<file path="src/rtl/flash_prog_if.sv">
// flash_prog_if
// Request/status handshake and flash pad signals of the flash program/erase
// controller, bundled so the controller, the top level and the bench share
// one definition.
//   start/erase/addr/wdata : operation request, sampled while busy is low
//   busy/done/error        : operation status
//   owns_bus               : high while the controller drives the flash pins
//   flash_ce/oe/we         : active-low flash strobes
//   flash_address          : flash byte address
//   flash_dout/_en         : write data and its pad drive enable
//   flash_din              : data read back from the flash pad
// modport slave is the controller side, modport master the requester/pad side.

interface flash_prog_if;
  logic        start;
  logic        erase;
  logic [20:0] addr;
  logic [7:0]  wdata;
  logic        busy;
  logic        done;
  logic        error;
  logic        owns_bus;
  logic        flash_ce;
  logic        flash_oe;
  logic        flash_we;
  logic [20:0] flash_address;
  logic [7:0]  flash_dout;
  logic        flash_dout_en;
  logic [7:0]  flash_din;

  modport slave (
    input  start, erase, addr, wdata, flash_din,
    output busy, done, error, owns_bus,
    output flash_ce, flash_oe, flash_we, flash_address, flash_dout, flash_dout_en
  );

  modport master (
    output start, erase, addr, wdata, flash_din,
    input  busy, done, error, owns_bus,
    input  flash_ce, flash_oe, flash_we, flash_address, flash_dout, flash_dout_en
  );
endinterface

</file>
<file path="src/rtl/flash_prog.sv">
// flash_prog
// Write side of the teletext NOR flash bus. Issues the AMD-style unlock and
// command write cycles for a byte program or a sector erase, then polls the
// status byte (DQ7 data polling, DQ5 exceeded-timing flag) until the device
// reports completion, a confirmed failure, or the poll budget runs out.
// Ports:
//   clk  : system clock
//   rst  : synchronous active-high reset
//   bus  : flash_prog_if.slave (request handshake, status and flash pins)
// Parameters:
//   WE_CYCLES  : flash_we low pulse width in clocks (1..15)
//   RD_CYCLES  : flash_oe low phase of a status read in clocks (1..15)
//   POLL_LIMIT : maximum status reads per operation before a timeout error

module flash_prog #(
  parameter int unsigned WE_CYCLES  = 3,
  parameter int unsigned RD_CYCLES  = 3,
  parameter logic [23:0] POLL_LIMIT = 24'd16777215
) (
  input  logic         clk,
  input  logic         rst,
  flash_prog_if.slave  bus
);

  typedef enum logic [2:0] {
    S_IDLE,
    S_W_SETUP,
    S_W_PULSE,
    S_W_HOLD,
    S_P_READ,
    S_P_GAP,
    S_FIN
  } state_t;

  localparam logic [3:0]  WE_LAST  = 4'(WE_CYCLES - 1);
  localparam logic [3:0]  RD_LAST  = 4'(RD_CYCLES - 1);
  localparam logic [23:0] POLL_MAX = 24'hFFFFFF;

  // Command sequence table: address for each step of program or erase.
  // The final step carries the user address (byte or sector).
  function automatic logic [20:0] seq_addr(input logic [2:0]  step,
                                           input logic        is_erase,
                                           input logic [20:0] target);
    logic [20:0] a;
    a = 21'h000AAA;
    if (is_erase) begin
      case (step)
        3'd1, 3'd4: a = 21'h000555;
        3'd5:       a = target;
        default:    a = 21'h000AAA;
      endcase
    end else begin
      case (step)
        3'd1:    a = 21'h000555;
        3'd3:    a = target;
        default: a = 21'h000AAA;
      endcase
    end
    return a;
  endfunction

  // Command sequence table: data byte for each step.
  function automatic logic [7:0] seq_data(input logic [2:0] step,
                                          input logic       is_erase,
                                          input logic [7:0] byte_in);
    logic [7:0] d;
    d = 8'hAA;
    if (is_erase) begin
      case (step)
        3'd1, 3'd4: d = 8'h55;
        3'd2:       d = 8'h80;
        3'd5:       d = 8'h30;
        default:    d = 8'hAA;
      endcase
    end else begin
      case (step)
        3'd1:    d = 8'h55;
        3'd2:    d = 8'hA0;
        3'd3:    d = byte_in;
        default: d = 8'hAA;
      endcase
    end
    return d;
  endfunction

  state_t      state_q, state_d;
  logic [2:0]  step_q, step_d;
  logic [3:0]  cnt_q, cnt_d;
  logic [23:0] poll_q, poll_d;
  logic        confirm_q, confirm_d;
  logic        erase_q, erase_d;
  logic [20:0] addr_q, addr_d;
  logic [7:0]  wdata_q, wdata_d;
  logic [7:0]  status_q, status_d;
  logic        busy_q, busy_d;
  logic        done_q, done_d;
  logic        error_q, error_d;
  logic        ce_q, ce_d;
  logic        oe_q, oe_d;
  logic        we_q, we_d;
  logic        dout_en_q, dout_en_d;
  logic [20:0] faddr_q, faddr_d;
  logic [7:0]  fdout_q, fdout_d;

  logic [2:0]  last_step;
  logic        want_dq7;

  // Erase writes six command cycles, program four. Data polling compares
  // DQ7 against the final value: the programmed bit, or 1 for erased cells.
  always_comb begin
    last_step = erase_q ? 3'd5 : 3'd3;
    want_dq7  = erase_q ? 1'b1 : wdata_q[7];
  end

  // Next-state logic. The pin values are derived from the next state so
  // every flash strobe comes straight out of a flop and changes on the same
  // edge as the state it belongs to.
  always_comb begin
    state_d   = state_q;
    step_d    = step_q;
    cnt_d     = cnt_q;
    poll_d    = poll_q;
    confirm_d = confirm_q;
    erase_d   = erase_q;
    addr_d    = addr_q;
    wdata_d   = wdata_q;
    status_d  = status_q;
    error_d   = error_q;

    case (state_q)
      S_IDLE: begin
        if (bus.start) begin
          erase_d   = bus.erase;
          addr_d    = bus.addr;
          wdata_d   = bus.wdata;
          step_d    = 3'd0;
          cnt_d     = 4'd0;
          poll_d    = 24'd0;
          confirm_d = 1'b0;
          error_d   = 1'b0;
          state_d   = S_W_SETUP;
        end
      end

      S_W_SETUP: begin
        cnt_d   = 4'd0;
        state_d = S_W_PULSE;
      end

      S_W_PULSE: begin
        if (cnt_q == WE_LAST) begin
          state_d = S_W_HOLD;
        end else begin
          cnt_d = cnt_q + 4'd1;
        end
      end

      S_W_HOLD: begin
        cnt_d = 4'd0;
        if (step_q == last_step) begin
          state_d = S_P_READ;
        end else begin
          step_d  = step_q + 3'd1;
          state_d = S_W_SETUP;
        end
      end

      S_P_READ: begin
        if (cnt_q == RD_LAST) begin
          status_d = bus.flash_din;
          if (poll_q != POLL_MAX) begin
            poll_d = poll_q + 24'd1;
          end
          state_d = S_P_GAP;
        end else begin
          cnt_d = cnt_q + 4'd1;
        end
      end

      // A DQ5 flag only arms one confirm read; the timeout check comes first
      // so the read count never exceeds POLL_LIMIT.
      S_P_GAP: begin
        cnt_d = 4'd0;
        if (status_q[7] == want_dq7) begin
          state_d = S_FIN;
        end else if (confirm_q || (poll_q >= POLL_LIMIT)) begin
          error_d = 1'b1;
          state_d = S_FIN;
        end else begin
          confirm_d = status_q[5];
          state_d   = S_P_READ;
        end
      end

      S_FIN: begin
        state_d = S_IDLE;
      end

      default: begin
        state_d = S_IDLE;
      end
    endcase

    busy_d = (state_d != S_IDLE);
    done_d = (state_d == S_FIN);

    ce_d      = 1'b1;
    oe_d      = 1'b1;
    we_d      = 1'b1;
    dout_en_d = 1'b0;
    faddr_d   = faddr_q;
    fdout_d   = fdout_q;

    case (state_d)
      S_W_SETUP, S_W_PULSE, S_W_HOLD: begin
        ce_d      = 1'b0;
        dout_en_d = 1'b1;
        we_d      = (state_d != S_W_PULSE);
        faddr_d   = seq_addr(step_d, erase_d, addr_d);
        fdout_d   = seq_data(step_d, erase_d, wdata_d);
      end
      S_P_READ, S_P_GAP: begin
        ce_d    = 1'b0;
        oe_d    = (state_d != S_P_READ);
        faddr_d = addr_d;
      end
      default: begin
      end
    endcase
  end

  // State and output registers; reset also aborts any WE pulse in flight.
  always_ff @(posedge clk) begin
    if (rst) begin
      state_q   <= S_IDLE;
      step_q    <= 3'd0;
      cnt_q     <= 4'd0;
      poll_q    <= 24'd0;
      confirm_q <= 1'b0;
      erase_q   <= 1'b0;
      addr_q    <= 21'd0;
      wdata_q   <= 8'd0;
      status_q  <= 8'd0;
      busy_q    <= 1'b0;
      done_q    <= 1'b0;
      error_q   <= 1'b0;
      ce_q      <= 1'b1;
      oe_q      <= 1'b1;
      we_q      <= 1'b1;
      dout_en_q <= 1'b0;
      faddr_q   <= 21'd0;
      fdout_q   <= 8'd0;
    end else begin
      state_q   <= state_d;
      step_q    <= step_d;
      cnt_q     <= cnt_d;
      poll_q    <= poll_d;
      confirm_q <= confirm_d;
      erase_q   <= erase_d;
      addr_q    <= addr_d;
      wdata_q   <= wdata_d;
      status_q  <= status_d;
      busy_q    <= busy_d;
      done_q    <= done_d;
      error_q   <= error_d;
      ce_q      <= ce_d;
      oe_q      <= oe_d;
      we_q      <= we_d;
      dout_en_q <= dout_en_d;
      faddr_q   <= faddr_d;
      fdout_q   <= fdout_d;
    end
  end

  assign bus.busy          = busy_q;
  assign bus.owns_bus      = busy_q;
  assign bus.done          = done_q;
  assign bus.error         = error_q;
  assign bus.flash_ce      = ce_q;
  assign bus.flash_oe      = oe_q;
  assign bus.flash_we      = we_q;
  assign bus.flash_dout_en = dout_en_q;
  assign bus.flash_address = faddr_q;
  assign bus.flash_dout    = fdout_q;

endmodule

</file>
<file path="src/flat_wrapper.sv">
// flat-port wrapper written by rule: the top's interface ports become plain ports
module flash_prog_flat 
#(
  parameter int unsigned WE_CYCLES  = 3,
  parameter int unsigned RD_CYCLES  = 3,
  parameter logic [23:0] POLL_LIMIT = 24'd16777215
)
  (clk, rst, bus_start, bus_erase, bus_addr, bus_wdata, bus_flash_din, bus_busy, bus_done, bus_error, bus_owns_bus, bus_flash_ce, bus_flash_oe, bus_flash_we, bus_flash_address, bus_flash_dout, bus_flash_dout_en);
  flash_prog_if bus_i ();
  input  logic clk;
  input  logic rst;
  input wire logic [$bits(bus_i.start)-1:0] bus_start;
  input wire logic [$bits(bus_i.erase)-1:0] bus_erase;
  input wire logic [$bits(bus_i.addr)-1:0] bus_addr;
  input wire logic [$bits(bus_i.wdata)-1:0] bus_wdata;
  input wire logic [$bits(bus_i.flash_din)-1:0] bus_flash_din;
  output wire logic [$bits(bus_i.busy)-1:0] bus_busy;
  output wire logic [$bits(bus_i.done)-1:0] bus_done;
  output wire logic [$bits(bus_i.error)-1:0] bus_error;
  output wire logic [$bits(bus_i.owns_bus)-1:0] bus_owns_bus;
  output wire logic [$bits(bus_i.flash_ce)-1:0] bus_flash_ce;
  output wire logic [$bits(bus_i.flash_oe)-1:0] bus_flash_oe;
  output wire logic [$bits(bus_i.flash_we)-1:0] bus_flash_we;
  output wire logic [$bits(bus_i.flash_address)-1:0] bus_flash_address;
  output wire logic [$bits(bus_i.flash_dout)-1:0] bus_flash_dout;
  output wire logic [$bits(bus_i.flash_dout_en)-1:0] bus_flash_dout_en;
  assign bus_i.start = bus_start;
  assign bus_i.erase = bus_erase;
  assign bus_i.addr = bus_addr;
  assign bus_i.wdata = bus_wdata;
  assign bus_i.flash_din = bus_flash_din;
  assign bus_busy = bus_i.busy;
  assign bus_done = bus_i.done;
  assign bus_error = bus_i.error;
  assign bus_owns_bus = bus_i.owns_bus;
  assign bus_flash_ce = bus_i.flash_ce;
  assign bus_flash_oe = bus_i.flash_oe;
  assign bus_flash_we = bus_i.flash_we;
  assign bus_flash_address = bus_i.flash_address;
  assign bus_flash_dout = bus_i.flash_dout;
  assign bus_flash_dout_en = bus_i.flash_dout_en;
  flash_prog #(.WE_CYCLES(WE_CYCLES), .RD_CYCLES(RD_CYCLES), .POLL_LIMIT(POLL_LIMIT)) u_core (.clk(clk), .rst(rst), .bus(bus_i));
endmodule
</file>
<file path="config.mk">
export PLATFORM = sky130hd
export DESIGN_NAME = flash_prog_flat
export DESIGN_NICKNAME = d
export VERILOG_FILES = /design/src/rtl/flash_prog_if.sv /design/src/rtl/flash_prog.sv /design/src/flat_wrapper.sv
export SDC_FILE = /design/constraint.sdc
export NUM_CORES = 1
export LEC_CHECK = 0
export CORE_MARGIN = 2
export CORE_UTILIZATION = 45
export CTS_CLUSTER_DIAMETER = 200
export CTS_CLUSTER_SIZE = 28
export DETAILED_ROUTE_END_ITERATION = 6
export GPL_TIMING_DRIVEN = 0
export PLACE_DENSITY = 0.73
export SKIP_CTS_REPAIR_TIMING = 1
export SLEW_MARGIN = 5
export SYNTH_ARGS = -nofsm -noshare
export SYNTH_HDL_FRONTEND = slang
export SYNTH_SLANG_ARGS = --single-unit
</file>
<file path="constraint.sdc">
create_clock -name clk -period 3.1 [get_ports clk]
set_clock_uncertainty 0.15 [all_clocks]
set_input_delay 0.62 -clock clk [delete_from_list [all_inputs] [get_ports clk]]
set_output_delay 0.62 -clock clk [all_outputs]
set_load 0.1 [all_outputs]
</file>
==> results of run 1 <==
final timing paths:
kind | end | slack (ns) | cells after the start
max reg2reg | u_core.bus.flash_address[1] | 0.23 | 8
max | u_core.bus.flash_address[1] | 0.19 | 9
min reg2reg | u_core.addr_q[10] | 0.32 | 2
min | u_core.addr_q[10] | 0.32 | 2
layer usage:
metal / vias up / part of all wire, % / GRT usage, %
met5: - / 0 / 0
li1: 1948 / - / -
met4: 0 / 0.78 / 4.95
met1: 1896 / 44 / 25.6
met3: 11 / 7.1 / 7.36
met2: 120 / 49 / 35.6
kinds of logic (layout without fill, tap and decap cells):
group / Yosys count / in the layout / synth area share [%]
adder cells (fa/ha/maj): 4 / 4 / 1.09
multiplexers: 27 / 27 / 6.11
AND/OR/NAND/NOR: 217 / 217 / 23.9
AO/OA/AOI/OAI: 102 / 102 / 16.5
flip-flops: 103 / 103 / 44.8
XOR/XNOR: 21 / 21 / 3.99
buffers and inverters: 34 / 120 / 3.53
final cells by class:
type	count	area (um2)	share of cell area (%)
well taps	133	166	2.93
inverters	10	37.5	0.660
flip-flops and latches	103	2060	36.3
clock inverters	5	70.1	1.23
multi-input cells	371	2380	41.9
clock buffers	11	141	2.49
plain buffers	24	125	2.20
repair buffers	70	701	12.3
critical path, delay by kind of cell:
family	cells	cell delay (ns)
simple gates	3	0.72
buf+inv	2	0.65
compound gates	2	0.51
mux	2	0.53
state kept, by name, indices dropped and copies added (netlist names), 3 cells and up:
name / cells
u_core.state_q: 3
u_core.step_q: 3
u_core.wdata_q: 8
u_core.bus.flash_address: 21
u_core.addr_q: 21
u_core.poll_q: 24
u_core.cnt_q: 4
u_core.bus.flash_dout: 8
power by group through the flow:
stage                     Combinational (W)  Sequential, W  Clock (W)
final                              0.000997        0.00147   0.000906
after floorplan                    0.000325        0.00191          0
after CTS                          0.000999        0.00147   0.000934
after detailed placement           0.000995        0.00150          0
after global routing                0.00105        0.00148   0.000990
after global placement             0.000986        0.00150          0
metrics by stage:
| step | setup WS (ns) | hold WS [ns] | cell area, um2 |
|---|---|---|---|
| final | 0.187 | 0.317 | 5690 |
| after global placement | -0.279 | 0.298 | 5470 |
| after global routing | 0.0406 | 0.344 | 5690 |
| after CTS | 0.0876 | 0.318 | 5680 |
| after detailed placement | -0.321 | 0.301 | 5470 |
| after floorplan | 0.483 | 0.287 | 4600 |
cells in the final DEF (no fill, tap or decap), drive strengths merged, types with 3 or more instances in the layout:
master         Yosys  layout
dfxtp            103     103
nor2              80      80
clkdlybuf4s50      0      70
nand2             52      52
a21oi             40      40
mux2i             24      24
clkbuf            10      21
nand3             20      20
inv               10      14
buf               14      14
xnor2             12      12
or3               12      12
o21ai             12      12
o2bb2ai           11      11
nand4             10      10
xor2               9       9
nor3               9       9
and2               7       7
a211oi             6       6
o211ai             5       5
nor4               5       5
or2                4       4
ha                 4       4
a31oi              3       3
a21o               3       3
nor2b              3       3
mux2               3       3
==> reports/results.md, run 1 <==
| Metric | Value | Unit |
|---|---|---|
| Floorplan die width | 105 | um |
| Relative slew margins | 30.8 | % |
| P_sw | 0.00126 | W |
| Total of flip-flops plus latches after synthesis | 103 | - |
| Setup repair after global routing missed its margin | false | - |
| Fin crit share | 94.0 | % |
| List of most frequent post-synthesis cells | sky130_fd_sc_hd__dfxtp_1 (103), sky130_fd_sc_hd__nor2_1 (79), sky130_fd_sc_hd__nand2_1 (51) | - |
| Class of the tightest hold or removal check | flop to flop | - |
| First drt pass iteration count | 5 | - |
| Clk Latency, worst-skew pair | 0.38 | ns |
| Static Leakage | 2.08 | nW |
| Portion of synthesized cell area occupied by the leading cell type | 44.8 | % |
| Critical path launch point type | input pin | - |
| Via-per-instance ratio | 5.47 | - |
| Classification of the worst setup path | input pin to flop | - |
| Vertical extent of the die | 105 | um |
| Switch share | 37.4 | % |
| Initial antenna violation count | 0 | - |
| Share of power burned in the clock network | 26.9 | % |
| Measured slew at the worst slew-check pin | 1.03 | ns |
| Slowest CP cell | sky130_fd_sc_hd__clkdlybuf4s50_1 | - |
| Cell types with the largest area share after synthesis | sky130_fd_sc_hd__dfxtp_1 (45%), sky130_fd_sc_hd__nor2_1 (6.4%), sky130_fd_sc_hd__mux2i_1 (5.2%), sky130_fd_sc_hd__a21oi_1 (4.2%), sky130_fd_sc_hd__nand2_1 (4.2%) | - |
| Worst voltage drop across the vdd grid | 0.000507 | V |
| Synth-to-Final Area Change | 23.5 | % |
| Final weighted congestion in routability-driven placement | 0.878 | - |
| Net count after synthesis | 553 | - |
| Final critical delay including setup and external delays | 2.91 | ns |
| Post-layout utilization of the core | 57.6 | % |
| Worst setup startpoint | bus_start | - |
| Cell-by-cell trace of the critical path | clkdlybuf4s50_1, or4b_1, buf_2, nand2_1, mux2_4, mux2_4, o31ai_4, and2_1, o22ai_1 | - |
| Proportion of power drawn by combinational gates | 29.5 | % |
| Total global-route track usage | 21.0 | % |
| Final count of negative-setup-slack endpoints | 0 | - |
| TritonCTS clock tree | done | - |
| Post-synth EDFFs | 0 | - |
| Summed instance area of the synthesized netlist | 0.00460 | mm2 |
| CP endpoint kind | flop | - |
| Post-synthesis async set-or-reset flop share | 0 | % |
| Number of failing hold endpoints at the final stage | 0 | - |
| Total power per unit cell area | 593 | mW/mm2 |
| Global route total overflow | 0 | - |
| Total number of H-tree levels | 3 | - |
| Total number of vias | 3975 | - |
| Non-filler instance count after layout | 727 | - |
| Number of fillers in the final layout | 899 | - |
| FMAX | 0.343 | GHz |
| Sequential share of power | 43.6 | % |
| Total negative slack for setup checks | 0 | ns |
| Synth cell types | 68 | - |
| Initial standard-cell utilization of the core | 46.7 | % |
| Clock-pin slew reported for the worst setup and hold paths after clock tree synthesis | 0.11 | ns |
| Share of post-route cells with drive strength above 1 | 9.60 | % |
| Cell taking the most area after synthesis | sky130_fd_sc_hd__dfxtp_1 | - |
| DP HPWL | 8290 | um |
| Startpoint of the worst-slack reg-to-reg timing path | u_core.step_q[0] | - |
| Number of primary I/O pins | 78 | - |
| Internal power | 0.00211 | W |
| DRT Wirelength | 11200 | um |
| Clock Sinks | 103 | - |
| # port buffers | 70 | - |
| Hold wc startpoint | u_core.addr_q[10] | - |
| Maximum single-stage delay on the critical path | 0.47 | ns |
| Most numerous cell on the critical path | sky130_fd_sc_hd__mux2_4 | - |
| Site row count | 36 | - |
| Main flop type after synthesis | sky130_fd_sc_hd__dfxtp_1 | - |
| Number of global-route vias before repair | 3895 | - |
| Iteration-0 DRC Markers | 224 | - |
| Die Area | 0.0111 | mm2 |
| Most numerous cell in the Yosys netlist | sky130_fd_sc_hd__dfxtp_1 | - |
| Largest net degree at the start of global routing | 19 | - |
| Final Power | 0.00337 | W |
| Synthesis Warnings | 0 | - |
| Number of buffers created by CTS | 9 | - |
| Remaining DRCs | 0 | - |
| Core area | 0.00986 | mm2 |
| Max Buffers Root-to-Sink | 2 | - |
| Worst EP arrival | 3.03 | ns |
| Run status | finished clean | - |
| Root buffer selected by CTS | sky130_fd_sc_hd__clkbuf_8 | - |
| Count of final max-slew check failures | 0 | - |
| Required time worst endpoint | 3.21 | ns |
| Number of instances in the synthesized netlist | 508 | - |
| Critical path fanouts, max | 9 | - |
| Post-synthesis sequential area ratio | 44.8 | % |
| Nets | 634 | - |
| Wire length of the first global-routing pass | 18700 | um |
| Max Cap Viol | 0 | - |
| Post-detailed-route count of antenna-violating nets | 0 | - |
| Mean post-synth cell area | 9.06 | um2 |
| Per-cell routed wire length | 15.4 | um |
| Antenna Cells | 0 | - |
| # placed instances | 711 | - |
Power figures use the tool's default switching activity.
==> inputs of run 2 (changes only) <==
--- a/config.mk
+++ b/config.mk
@@ -7,11 +7,11 @@
 export LEC_CHECK = 0
 export CORE_MARGIN = 2
 export CORE_UTILIZATION = 45
-export CTS_CLUSTER_DIAMETER = 200
 export CTS_CLUSTER_SIZE = 28
 export DETAILED_ROUTE_END_ITERATION = 6
 export GPL_TIMING_DRIVEN = 0
 export PLACE_DENSITY = 0.73
+export REMOVE_ABC_BUFFERS = 1
 export SKIP_CTS_REPAIR_TIMING = 1
 export SLEW_MARGIN = 5
 export SYNTH_ARGS = -nofsm -noshare
==> run 2 against run 1 <==
  * Utilization fell by 0.18 points
  * Flip-flop and latch count stayed put
  * Power decreased by 2.1%
  * Die area unchanged
  * Combinational power decreased by 1%
  * Clock power fell by 7.1%
  * Register-to-register slack improved by 0.06 ns
  * Sequential share of layout area grew 0.13 points
  * Non-clock buffer count shrank 17
  * Wire length shrank 7.1%
  * Critical endpoint is now u_core.bus.flash_address[20]
  * Largest cell class unchanged
  * Largest power group unchanged
==> reports/results.md, run 2 (synthesis gave the netlist of run 1 again) <==
| Metric | Value | Unit |
|---|---|---|
| # port buffers | 71 | - |
| Commonest cells after routing, fill and taps aside | sky130_fd_sc_hd__dfxtp_1 (102), sky130_fd_sc_hd__nor2_1 (79), sky130_fd_sc_hd__clkdlybuf4s50_1 (70) | - |
| Root buffer selected by CTS | sky130_fd_sc_hd__clkbuf_8 | - |
| Global route total overflow | 0 | - |
| Multi-input gate area in the final layout | 0.00242 | mm2 |
| Critical path fanouts, max | 11 | - |
| Clock-pin slew reported for the worst setup and hold paths after clock tree synthesis | 0.11 | ns |
| Worst setup margin | 0.0988 | ns |
| Iteration-0 DRC Markers | 176 | - |
| Required time worst endpoint | 3.20 | ns |
| Slowest CP cell | sky130_fd_sc_hd__clkdlybuf4s50_1 | - |
| Post-layout utilization of the core | 57.5 | % |
| Max Cap Viol | 0 | - |
| Critical path launch point type | input pin | - |
| Total global-route track usage | 19.4 | % |
| Register bank with the most flops | u_core.poll_q | - |
| Classification of the worst setup path | input pin to flop | - |
| Via-per-instance ratio | 5.37 | - |
| Worst voltage drop across the vdd grid | 0.000392 | V |
| Synth-to-Final Area Change | 23.1 | % |
| Relative slew margins | 32.5 | % |
| Share of post-route cells with drive strength above 1 | 10.1 | % |
| Initial antenna violation count | 0 | - |
| Number of primary I/O pins | 78 | - |
| Final weighted congestion in routability-driven placement | 0.820 | - |
| Clock Sinks | 103 | - |
| Cell-by-cell trace of the critical path | clkdlybuf4s50_1, nor4b_4, buf_4, buf_8, mux2i_2, or3_1, nor3_2, o31ai_4, o2bb2ai_1 | - |
| Run status | finished clean | - |
| Family with the most delay on the worst path | buffers and inverters | - |
| Commonest non-fill, non-tap cell in the layout | sky130_fd_sc_hd__dfxtp_1 | - |
| Reg2reg path depth | 8 | - |
| Maximum single-stage delay on the critical path | 0.50 | ns |
| Static Leakage | 2.05 | nW |
| TritonCTS clock tree | done | - |
| DRT Wirelength | 10400 | um |
| Core area | 0.00986 | mm2 |
| Worst-case register-to-register setup slack | 0.29 | ns |
| Number of failing hold endpoints at the final stage | 0 | - |
| Count of final max-slew check failures | 0 | - |
| Final count of negative-setup-slack endpoints | 0 | - |
| Worst slack, placed | -0.635 | ns |
| Final critical delay including setup and external delays | 3.00 | ns |
| Per-cell routed wire length | 14.6 | um |
| Hold wc startpoint | u_core.bus.flash_dout[7] | - |
| Total number of H-tree levels | 3 | - |
| Critical register-to-register path endpoint | u_core.bus.flash_address[20] | - |
| Number of buffers created by CTS | 9 | - |
| Fin crit share | 96.8 | % |
| Worst EP arrival | 3.10 | ns |
| CP endpoint kind | flop | - |
| Summed area of non-filler cells in the final layout | 0.00567 | mm2 |
| Total negative slack for setup checks | 0 | ns |
| Number of flip-flops under the largest register name | 24 | - |
| Worst min-delay path endpoint | u_core.bus.flash_dout[7] | - |
| Number of global-route vias before repair | 3666 | - |
| Measured slew at the worst slew-check pin | 1.01 | ns |
| Site row count | 36 | - |
| Vertical extent of the die | 105 | um |
| Total number of vias | 3812 | - |
| Worst path buffer plus inverter count | 3 | - |
| Setup repair after global routing missed its margin | false | - |
| Class of the tightest hold or removal check | flop to flop | - |
| Nets | 617 | - |
| Wire length of the first global-routing pass | 17400 | um |
| Floorplan die width | 105 | um |
| Post-detailed-route count of antenna-violating nets | 0 | - |
| Area of all sequential standard cells | 0.00206 | mm2 |
| Max Buffers Root-to-Sink | 2 | - |
| Initial standard-cell utilization of the core | 46.7 | % |
| Remaining DRCs | 0 | - |
| First drt pass iteration count | 4 | - |
| Die Area | 0.0111 | mm2 |
| Total power per unit cell area | 583 | mW/mm2 |
| Hold Path Stages | 2 | - |
| DP HPWL | 7450 | um |
| Largest net degree at the start of global routing | 54 | - |
| Post-Place Cell Area | 0.00542 | mm2 |
| Number of fillers in the final layout | 881 | - |
| Antenna Cells | 0 | - |
| FMAX | 0.333 | GHz |
| Clk Latency, worst-skew pair | 0.38 | ns |
| Startpoint of the worst-slack reg-to-reg timing path | u_core.state_q[0] | - |
## run 2: changes by cell type in the layout (fill, tap and decap cells not counted), moves of 2 or more
cell	previous run	this run
sky130_fd_sc_hd__buf_1	2	0
sky130_fd_sc_hd__buf_2	7	1
sky130_fd_sc_hd__clkinv_4	0	2
sky130_fd_sc_hd__clkbuf_1	11	0
sky130_fd_sc_hd__buf_8	0	2
sky130_fd_sc_hd__clkinv_8	0	2
## run 2: worst min-delay path: cells and delay by family, from the launching register on
family             cells  cell delay, ns
AOI/OAI and AO/OA      1            0.05
DFF                    1            0.33
and+or+nand+nor        1            0.05
## run 2: per-layer routing
metal / part of all wire (%) / routed length (um) / track usage [%]
met5: 0 / 0 / 0
met4: 1.1 / 112 / 5.43
met3: 4.5 / 466 / 5.12
met2: 49 / 5090 / 33.2
met1: 45 / 4700 / 24.0
## run 2: how the worst max path moves through the flow
stage	slack [ns]	endpoint	start	depth (start not counted)
2_1_floorplan	-1.99	u_core.bus.flash_address[1]	bus_start	6
3_5_place_dp	-0.63	u_core.bus.flash_address[20]	bus_start	8
6_report	0.1	u_core.bus.flash_address[20]	bus_start	9
3_3_place_gp	-4.23	u_core.bus.flash_address[1]	bus_start	7
4_1_cts	-0.22	u_core.bus.flash_address[20]	bus_start	8
5_1_grt	0.02	u_core.bus.flash_address[20]	bus_start	9
## run 2: per-stage QoR
step / cells / hold WS (ns) / total power, W
final: 710 / 0.316 / 0.00330
after global routing: 710 / 0.344 / 0.00345
after CTS: 708 / 0.318 / 0.00332
after detailed placement: 692 / 0.299 / 0.00248
after global placement: 688 / 0.294 / 0.00246
after floorplan: 484 / 0.281 / 0.00221
## run 2: where the power goes
part / total (W) / switching [W] / leakage [nW] / internal [W]
clock: 0.000842 / 0.000525 / 0.0975 / 0.000317
sequential: 0.00148 / 0.0000566 / 0.841 / 0.00142
combinational: 0.000986 / 0.000706 / 1.11 / 0.000281
## run 2: cell type report
class / count / share of cell area [%]
multi-input cells: 371 / 42.7
clock inverters: 7 / 1.37
flip-flops and latches: 103 / 36.4
clock buffers: 9 / 2.18
well taps: 133 / 2.94
inverters: 10 / 0.662
repair buffers: 77 / 13.8
